### src/rtl/if_id_fetch_buffer_if.sv
// ---------------------------------------------------------------------------
// if_id_fetch_buffer_if
//
// Purpose:
//   Bundles the fetch-side push port and the decode-side pop port of the
//   IF/ID fetch buffer.
//
// Signals:
//   if_pc          fetch -> buffer   pc of the fetched instruction
//   if_instruction fetch -> buffer   fetched instruction word
//   if_valid       fetch -> buffer   fetch presents a valid pair
//   in_ready       buffer -> fetch   buffer accepts a push (fetch PC_write)
//   flush          ctrl  -> buffer   discard every buffered entry
//   id_pc          buffer -> decode  head entry pc
//   id_instruction buffer -> decode  head entry instruction (NOP when empty)
//   id_valid       buffer -> decode  head entry valid
//   id_ready       decode -> buffer  decode consumes the head this cycle
//   count          buffer -> any     current occupancy
//
// Modports:
//   master  the surrounding pipeline (fetch, decode, redirect control)
//   slave   the buffer itself
// ---------------------------------------------------------------------------
interface if_id_fetch_buffer_if #(
    parameter int PC_W  = 32,
    parameter int DEPTH = 2
);
    localparam int CNT_W = $clog2(DEPTH) + 1;

    logic [PC_W-1:0]  if_pc;
    logic [31:0]      if_instruction;
    logic             if_valid;
    logic             in_ready;
    logic             flush;
    logic [PC_W-1:0]  id_pc;
    logic [31:0]      id_instruction;
    logic             id_valid;
    logic             id_ready;
    logic [CNT_W-1:0] count;

    modport master (
        output if_pc, if_instruction, if_valid, flush, id_ready,
        input  in_ready, id_pc, id_instruction, id_valid, count
    );

    modport slave (
        input  if_pc, if_instruction, if_valid, flush, id_ready,
        output in_ready, id_pc, id_instruction, id_valid, count
    );
endinterface

### src/rtl/if_id_fetch_buffer.sv
// ---------------------------------------------------------------------------
// if_id_fetch_buffer
//
// Purpose:
//   IF/ID boundary buffer sitting right after instruction fetch. Fetched
//   {pc, instruction} pairs are queued in a small FIFO and handed to decode
//   through a valid/ready handshake. in_ready is fed back to fetch as its
//   PC_write enable. A branch flush empties the buffer, after which decode
//   sees a NOP bubble.
//
// Parameters:
//   DEPTH      number of entries (power of two, >= 2)
//   PC_W       pc width
//   NOP_INSTR  instruction presented while id_valid is low
//
// Ports:
//   clk   rising-edge clock
//   rst   asynchronous reset, active-low
//   bus   if_id_fetch_buffer_if.slave (fetch push side, decode pop side,
//         flush and occupancy)
// ---------------------------------------------------------------------------
module if_id_fetch_buffer #(
    parameter int          DEPTH     = 2,
    parameter int          PC_W      = 32,
    parameter logic [31:0] NOP_INSTR = 32'h00000013
) (
    input  logic                  clk,
    input  logic                  rst,
    if_id_fetch_buffer_if.slave   bus
);
    localparam int PTR_W = $clog2(DEPTH);
    localparam int CNT_W = PTR_W + 1;

    logic [PC_W-1:0]  pcMem_q    [DEPTH];
    logic [31:0]      instrMem_q [DEPTH];

    logic [PTR_W-1:0] wrPtr_q, wrPtr_d;
    logic [PTR_W-1:0] rdPtr_q, rdPtr_d;
    logic [CNT_W-1:0] count_q, count_d;

    logic inReady;
    logic idValid;
    logic push;
    logic pop;

    // in_ready depends only on reset and registered occupancy, so there is
    // no combinational path from id_ready back to fetch. A pop while full
    // therefore only frees the slot for the following cycle.
    assign inReady = rst & (count_q < CNT_W'(DEPTH));
    assign idValid = (count_q != '0);
    assign push    = bus.if_valid & inReady;
    assign pop     = idValid & bus.id_ready;

    // Flush wins over any push or pop in the same cycle; pointers wrap
    // naturally because DEPTH is a power of two.
    always_comb begin
        wrPtr_d = wrPtr_q;
        rdPtr_d = rdPtr_q;
        count_d = count_q;
        if (bus.flush) begin
            wrPtr_d = '0;
            rdPtr_d = '0;
            count_d = '0;
        end else begin
            if (push) begin
                wrPtr_d = wrPtr_q + PTR_W'(1);
            end
            if (pop) begin
                rdPtr_d = rdPtr_q + PTR_W'(1);
            end
            count_d = count_q + CNT_W'(push) - CNT_W'(pop);
        end
    end

    always_ff @(posedge clk or negedge rst) begin
        if (!rst) begin
            wrPtr_q <= '0;
            rdPtr_q <= '0;
            count_q <= '0;
        end else begin
            wrPtr_q <= wrPtr_d;
            rdPtr_q <= rdPtr_d;
            count_q <= count_d;
        end
    end

    // Storage needs no reset: an entry is only ever read once count covers it.
    // A push coinciding with a flush is dropped; fetch refetches it after the
    // redirect.
    always_ff @(posedge clk) begin
        if (push && !bus.flush) begin
            pcMem_q[wrPtr_q]    <= bus.if_pc;
            instrMem_q[wrPtr_q] <= bus.if_instruction;
        end
    end

    // Head is read straight from storage; there is deliberately no bypass
    // from if_* so a push is visible on id_* one cycle later at the earliest.
    assign bus.in_ready       = inReady;
    assign bus.id_valid       = idValid;
    assign bus.id_pc          = idValid ? pcMem_q[rdPtr_q] : '0;
    assign bus.id_instruction = idValid ? instrMem_q[rdPtr_q] : NOP_INSTR;
    assign bus.count          = count_q;
endmodule
### src/flat_wrapper.sv
// flat-port wrapper written by rule: the top's interface ports become plain ports
module if_id_fetch_buffer_flat 
#(
    parameter int          DEPTH     = 2,
    parameter int          PC_W      = 32,
    parameter logic [31:0] NOP_INSTR = 32'h00000013
)
  (clk, rst, bus_if_pc, bus_if_instruction, bus_if_valid, bus_flush, bus_id_ready, bus_in_ready, bus_id_pc, bus_id_instruction, bus_id_valid, bus_count);
  if_id_fetch_buffer_if #(.PC_W(PC_W), .DEPTH(DEPTH)) bus_i ();
  input  logic clk;
  input  logic rst;
  input wire logic [$bits(bus_i.if_pc)-1:0] bus_if_pc;
  input wire logic [$bits(bus_i.if_instruction)-1:0] bus_if_instruction;
  input wire logic [$bits(bus_i.if_valid)-1:0] bus_if_valid;
  input wire logic [$bits(bus_i.flush)-1:0] bus_flush;
  input wire logic [$bits(bus_i.id_ready)-1:0] bus_id_ready;
  output wire logic [$bits(bus_i.in_ready)-1:0] bus_in_ready;
  output wire logic [$bits(bus_i.id_pc)-1:0] bus_id_pc;
  output wire logic [$bits(bus_i.id_instruction)-1:0] bus_id_instruction;
  output wire logic [$bits(bus_i.id_valid)-1:0] bus_id_valid;
  output wire logic [$bits(bus_i.count)-1:0] bus_count;
  assign bus_i.if_pc = bus_if_pc;
  assign bus_i.if_instruction = bus_if_instruction;
  assign bus_i.if_valid = bus_if_valid;
  assign bus_i.flush = bus_flush;
  assign bus_i.id_ready = bus_id_ready;
  assign bus_in_ready = bus_i.in_ready;
  assign bus_id_pc = bus_i.id_pc;
  assign bus_id_instruction = bus_i.id_instruction;
  assign bus_id_valid = bus_i.id_valid;
  assign bus_count = bus_i.count;
  if_id_fetch_buffer #(.DEPTH(DEPTH), .PC_W(PC_W), .NOP_INSTR(NOP_INSTR)) u_core (.clk(clk), .rst(rst), .bus(bus_i));
endmodule
### config.mk
export PLATFORM = sky130hd
export DESIGN_NAME = if_id_fetch_buffer_flat
export DESIGN_NICKNAME = d
export VERILOG_FILES = /design/src/rtl/if_id_fetch_buffer_if.sv /design/src/rtl/if_id_fetch_buffer.sv /design/src/flat_wrapper.sv
export SDC_FILE = /design/constraint.sdc
export NUM_CORES = 1
export LEC_CHECK = 0
export CORE_MARGIN = 1.5
export CORE_UTILIZATION = 52
export DETAILED_ROUTE_END_ITERATION = 7
export HOLD_SLACK_MARGIN = 0.08
export PLACE_DENSITY = 0.85
export SLEW_MARGIN = 0
export SYNTH_ARGS = -nofsm -noshare
export SYNTH_HDL_FRONTEND = slang
export SYNTH_SLANG_ARGS = --single-unit
### constraint.sdc
create_clock -name clk -period 13.7 [get_ports clk]
set_input_delay 2.055 -clock clk [delete_from_list [all_inputs] [get_ports clk]]
set_output_delay 2.055 -clock clk [all_outputs]
set_load 0.05 [all_outputs]
==> results.md <==
* Crit end category: output port
* Most used cell, CP: clkdlybuf4s50_1
* Seq cells post-synth at 132
* Worst Skew at 0.00812 ns
* Initial DRC Count at 121
* Share of cells above drive strength 1 at 8.59%
* Pwr/cell area at 205 nW/um2
* Top cell type's share of synthesized area at 75.7%
* Comb power frac at 37.5%
* Worst slew pin tran at 1.14 ns
* Row count at 35
* Largest net degree at the start of global routing at 67
* Vias in the first global route at 3035
* Critical Path Max Stage Delay at 0.83 ns
* Most frequent cells in the layout: clkdlybuf4s50_1, edfxtp_1, mux2i_1, nor2_1, clkbuf_16
* Slew Limit Headroom at 24.2%
* GRT Total Usage at 19.3%
* Post-synthesis sequential area ratio at 77.7%
* Yosys warns at 0
* Static leakage at 2.37 nW
* Yosys cell types at 18
* Chip height at 102 um
* Area leader, netlist: edfxtp_1
* DR WL/cell at 16.9 um
* Die Area at 10400 um2
* Syn_nets at 365
* Via count at 2955
* CTS root buffer: clkbuf_8
* Final Cycle Share at 41.8%
* Clk_lat worst skew at 0.50 ns
* Syn Std Cell Area at 5080 um2
* Nets at 512
* CTS max path bufs at 2
* Setup_tns at 0 ns
* Total CTS buffers at 17
* Post-route total power at 0.00146 W
* Synth-to-Final Area Change at 40.0%
* Vias per Instance at 5.07
* Hold wc startpoint: u_core.wrPtr_q
* Internal power at 0.000896 W
* Clock power share at 28.4%
* Final Setup Violations at 0
* Reg-to-reg startpoint: u_core.bus.count[1]
* Worst hold-check path type: flop to flop
* ANT nets after route at 0
* Worst IR Drop VDD at 0.129 mV
* Port Buffers at 136
* Hold_buf cts at 0
* Residual DRC at 0
* Syn Inst Count at 294
* Post-CTS Repair Setup Buffers at 0
* RSZ-0062 raised after global routing: false
* Critical Path Source Type: input port
* Crit path cell chain: clkdlybuf4s50_1, nor2b_1, clkdlybuf4s50_1
* Max stage delay cell, worst path: clkdlybuf4s50_1
* Highest clock rate at 0.175 GHz
* Antenna cells at 0
* Final Hold Fails at 0
* CP Data Required Time at 11.64 ns
* Setup WS post-layout at 7.97 ns
* Crit path time final at 5.73 ns
* Reg power frac at 34.1%
* Worst flop-to-flop path endpoint: u_core.instrMem_q[1][3]
* Critical path class: input port to output port
* Sw Ratio at 38.6%
* Worst-path clk slew at 0.06 ns
* Max-cap violations at 0
* # H-tree levels at 4
* Initial antenna violation count at 0
* Die W at 102 um
* Hold EP: u_core.wrPtr_q
* Post-CTS Resized at 0
* Starting Density at 54.2%
* Clock Sinks at 132
* Sw power at 0.000564 W
* CTS tree: done
* Worst R2R Setup Slack at 11.91 ns
* Status: completed
* Total Wirelength at 9.85 mm
* Hold path cells at 2
* First-pass GRT wire length at 14.7 mm
* Core box area at 9370 um2
* Pre-CTS setup slack at 7.98 ns
* Crit path max fanout at 6
* Utilization after layout at 75.8%
* Crit path DAT at 3.67 ns
* DRT Pass-1 Iters at 4
* Remaining Overflow, GRT at 0
* Max-slew violation count at 0
* Ports at 137
* Hpwl dp at 6.23 mm
* Reg2reg path depth at 3
* Commonest non-fill, non-tap cell in the layout: clkdlybuf4s50_1
* Gpl congestion at 0.729
* Avg Cell Area, Syn at 17.3 um2
* Top cells by area, synth: edfxtp_1, mux2i_1, nor2_1, dfrtp_1, buf_6
## through the flow
step	instance area (um2)	hold slack [ns]	cells
6_report	7110	0.657	583
5_1_grt	7110	0.694	583
4_1_cts	7110	0.662	583
3_5_place_dp	6560	0.648	551
3_3_place_gp	6560	0.632	551
2_1_floorplan	5080	0.584	294
## routing by layer
metal  global-route usage (%)  vias up  share of wire (%)
met5                        0        -                  0
met4                     7.06        0                1.3
met3                     4.99       12                5.4
met2                     34.0      113                 53
met1                     22.9     1445                 40
li1                         -     1385                  -
## final cells by class
cell class              instances  area (um2)
clock inverters                13         128
clock buffers                  19         422
repair buffers                141        1400
flip-flops and latches        132        3950
inverters                       4        15.0
well taps                     129         161
fillers                       596        2260
multi-input cells             145        1040
## power groups by stage
stage / Combinational, W / Clock (W) / Sequential, W
CTS: 0.000552 / 0.000422 / 0.000498
finish: 0.000547 / 0.000415 / 0.000497
detailed placement: 0.000550 / 0 / 0.000506
global route: 0.000571 / 0.000436 / 0.000500
floorplan: 0.000391 / 0 / 0.000484
global placement: 0.000544 / 0 / 0.000505
## worst max-delay path by stage
stage,slack [ns],start,depth (start not counted),end
after floorplan,6.19,bus_if_valid,2,u_core.instrMem_q[1][0]
after global placement,8.04,rst,3,bus_in_ready
after detailed placement,7.98,rst,3,bus_in_ready
after CTS,7.97,rst,3,bus_in_ready
after global routing,7.88,rst,3,bus_in_ready
final,7.97,rst,3,bus_in_ready
## registers in the layout (all words and copies together) (netlist names)
name	cells
u_core.instrMem_q	64
u_core.pcMem_q	64
u_core.bus.count	2
u_core.rdPtr_q	1
u_core.wrPtr_q	1
## critical path: cells and delay by family
family	cells	cell delay, ns
buffers and inverters	2	1.42
AND/OR/NAND/NOR	1	0.19
## synth_stat cells, drive strengths merged
cell    count
nor2b       4
mux2        2
xnor3       1
ha          2
o21a        1
nand3b      1
buf        13
nor3b       1
inv         4
dfrtp       4
edfxtp    128
nand2       3
nor2       65
nor3        1
mux2i      64
## cells by family (layout without fill, tap and decap cells)
logic type	after synthesis	in the layout	synth area share [%]
muxes	66	66	13.1
and+or+nand+nor	75	75	5.96
buffers and inverters	17	177	2.24
adders and majority gates	2	2	0.493
DFF	132	132	77.7
xor gates and xnor gates	1	1	0.443
AOI/OAI and AO/OA	1	1	0.148
No activity file was read; power rests on OpenSTA's default activity.
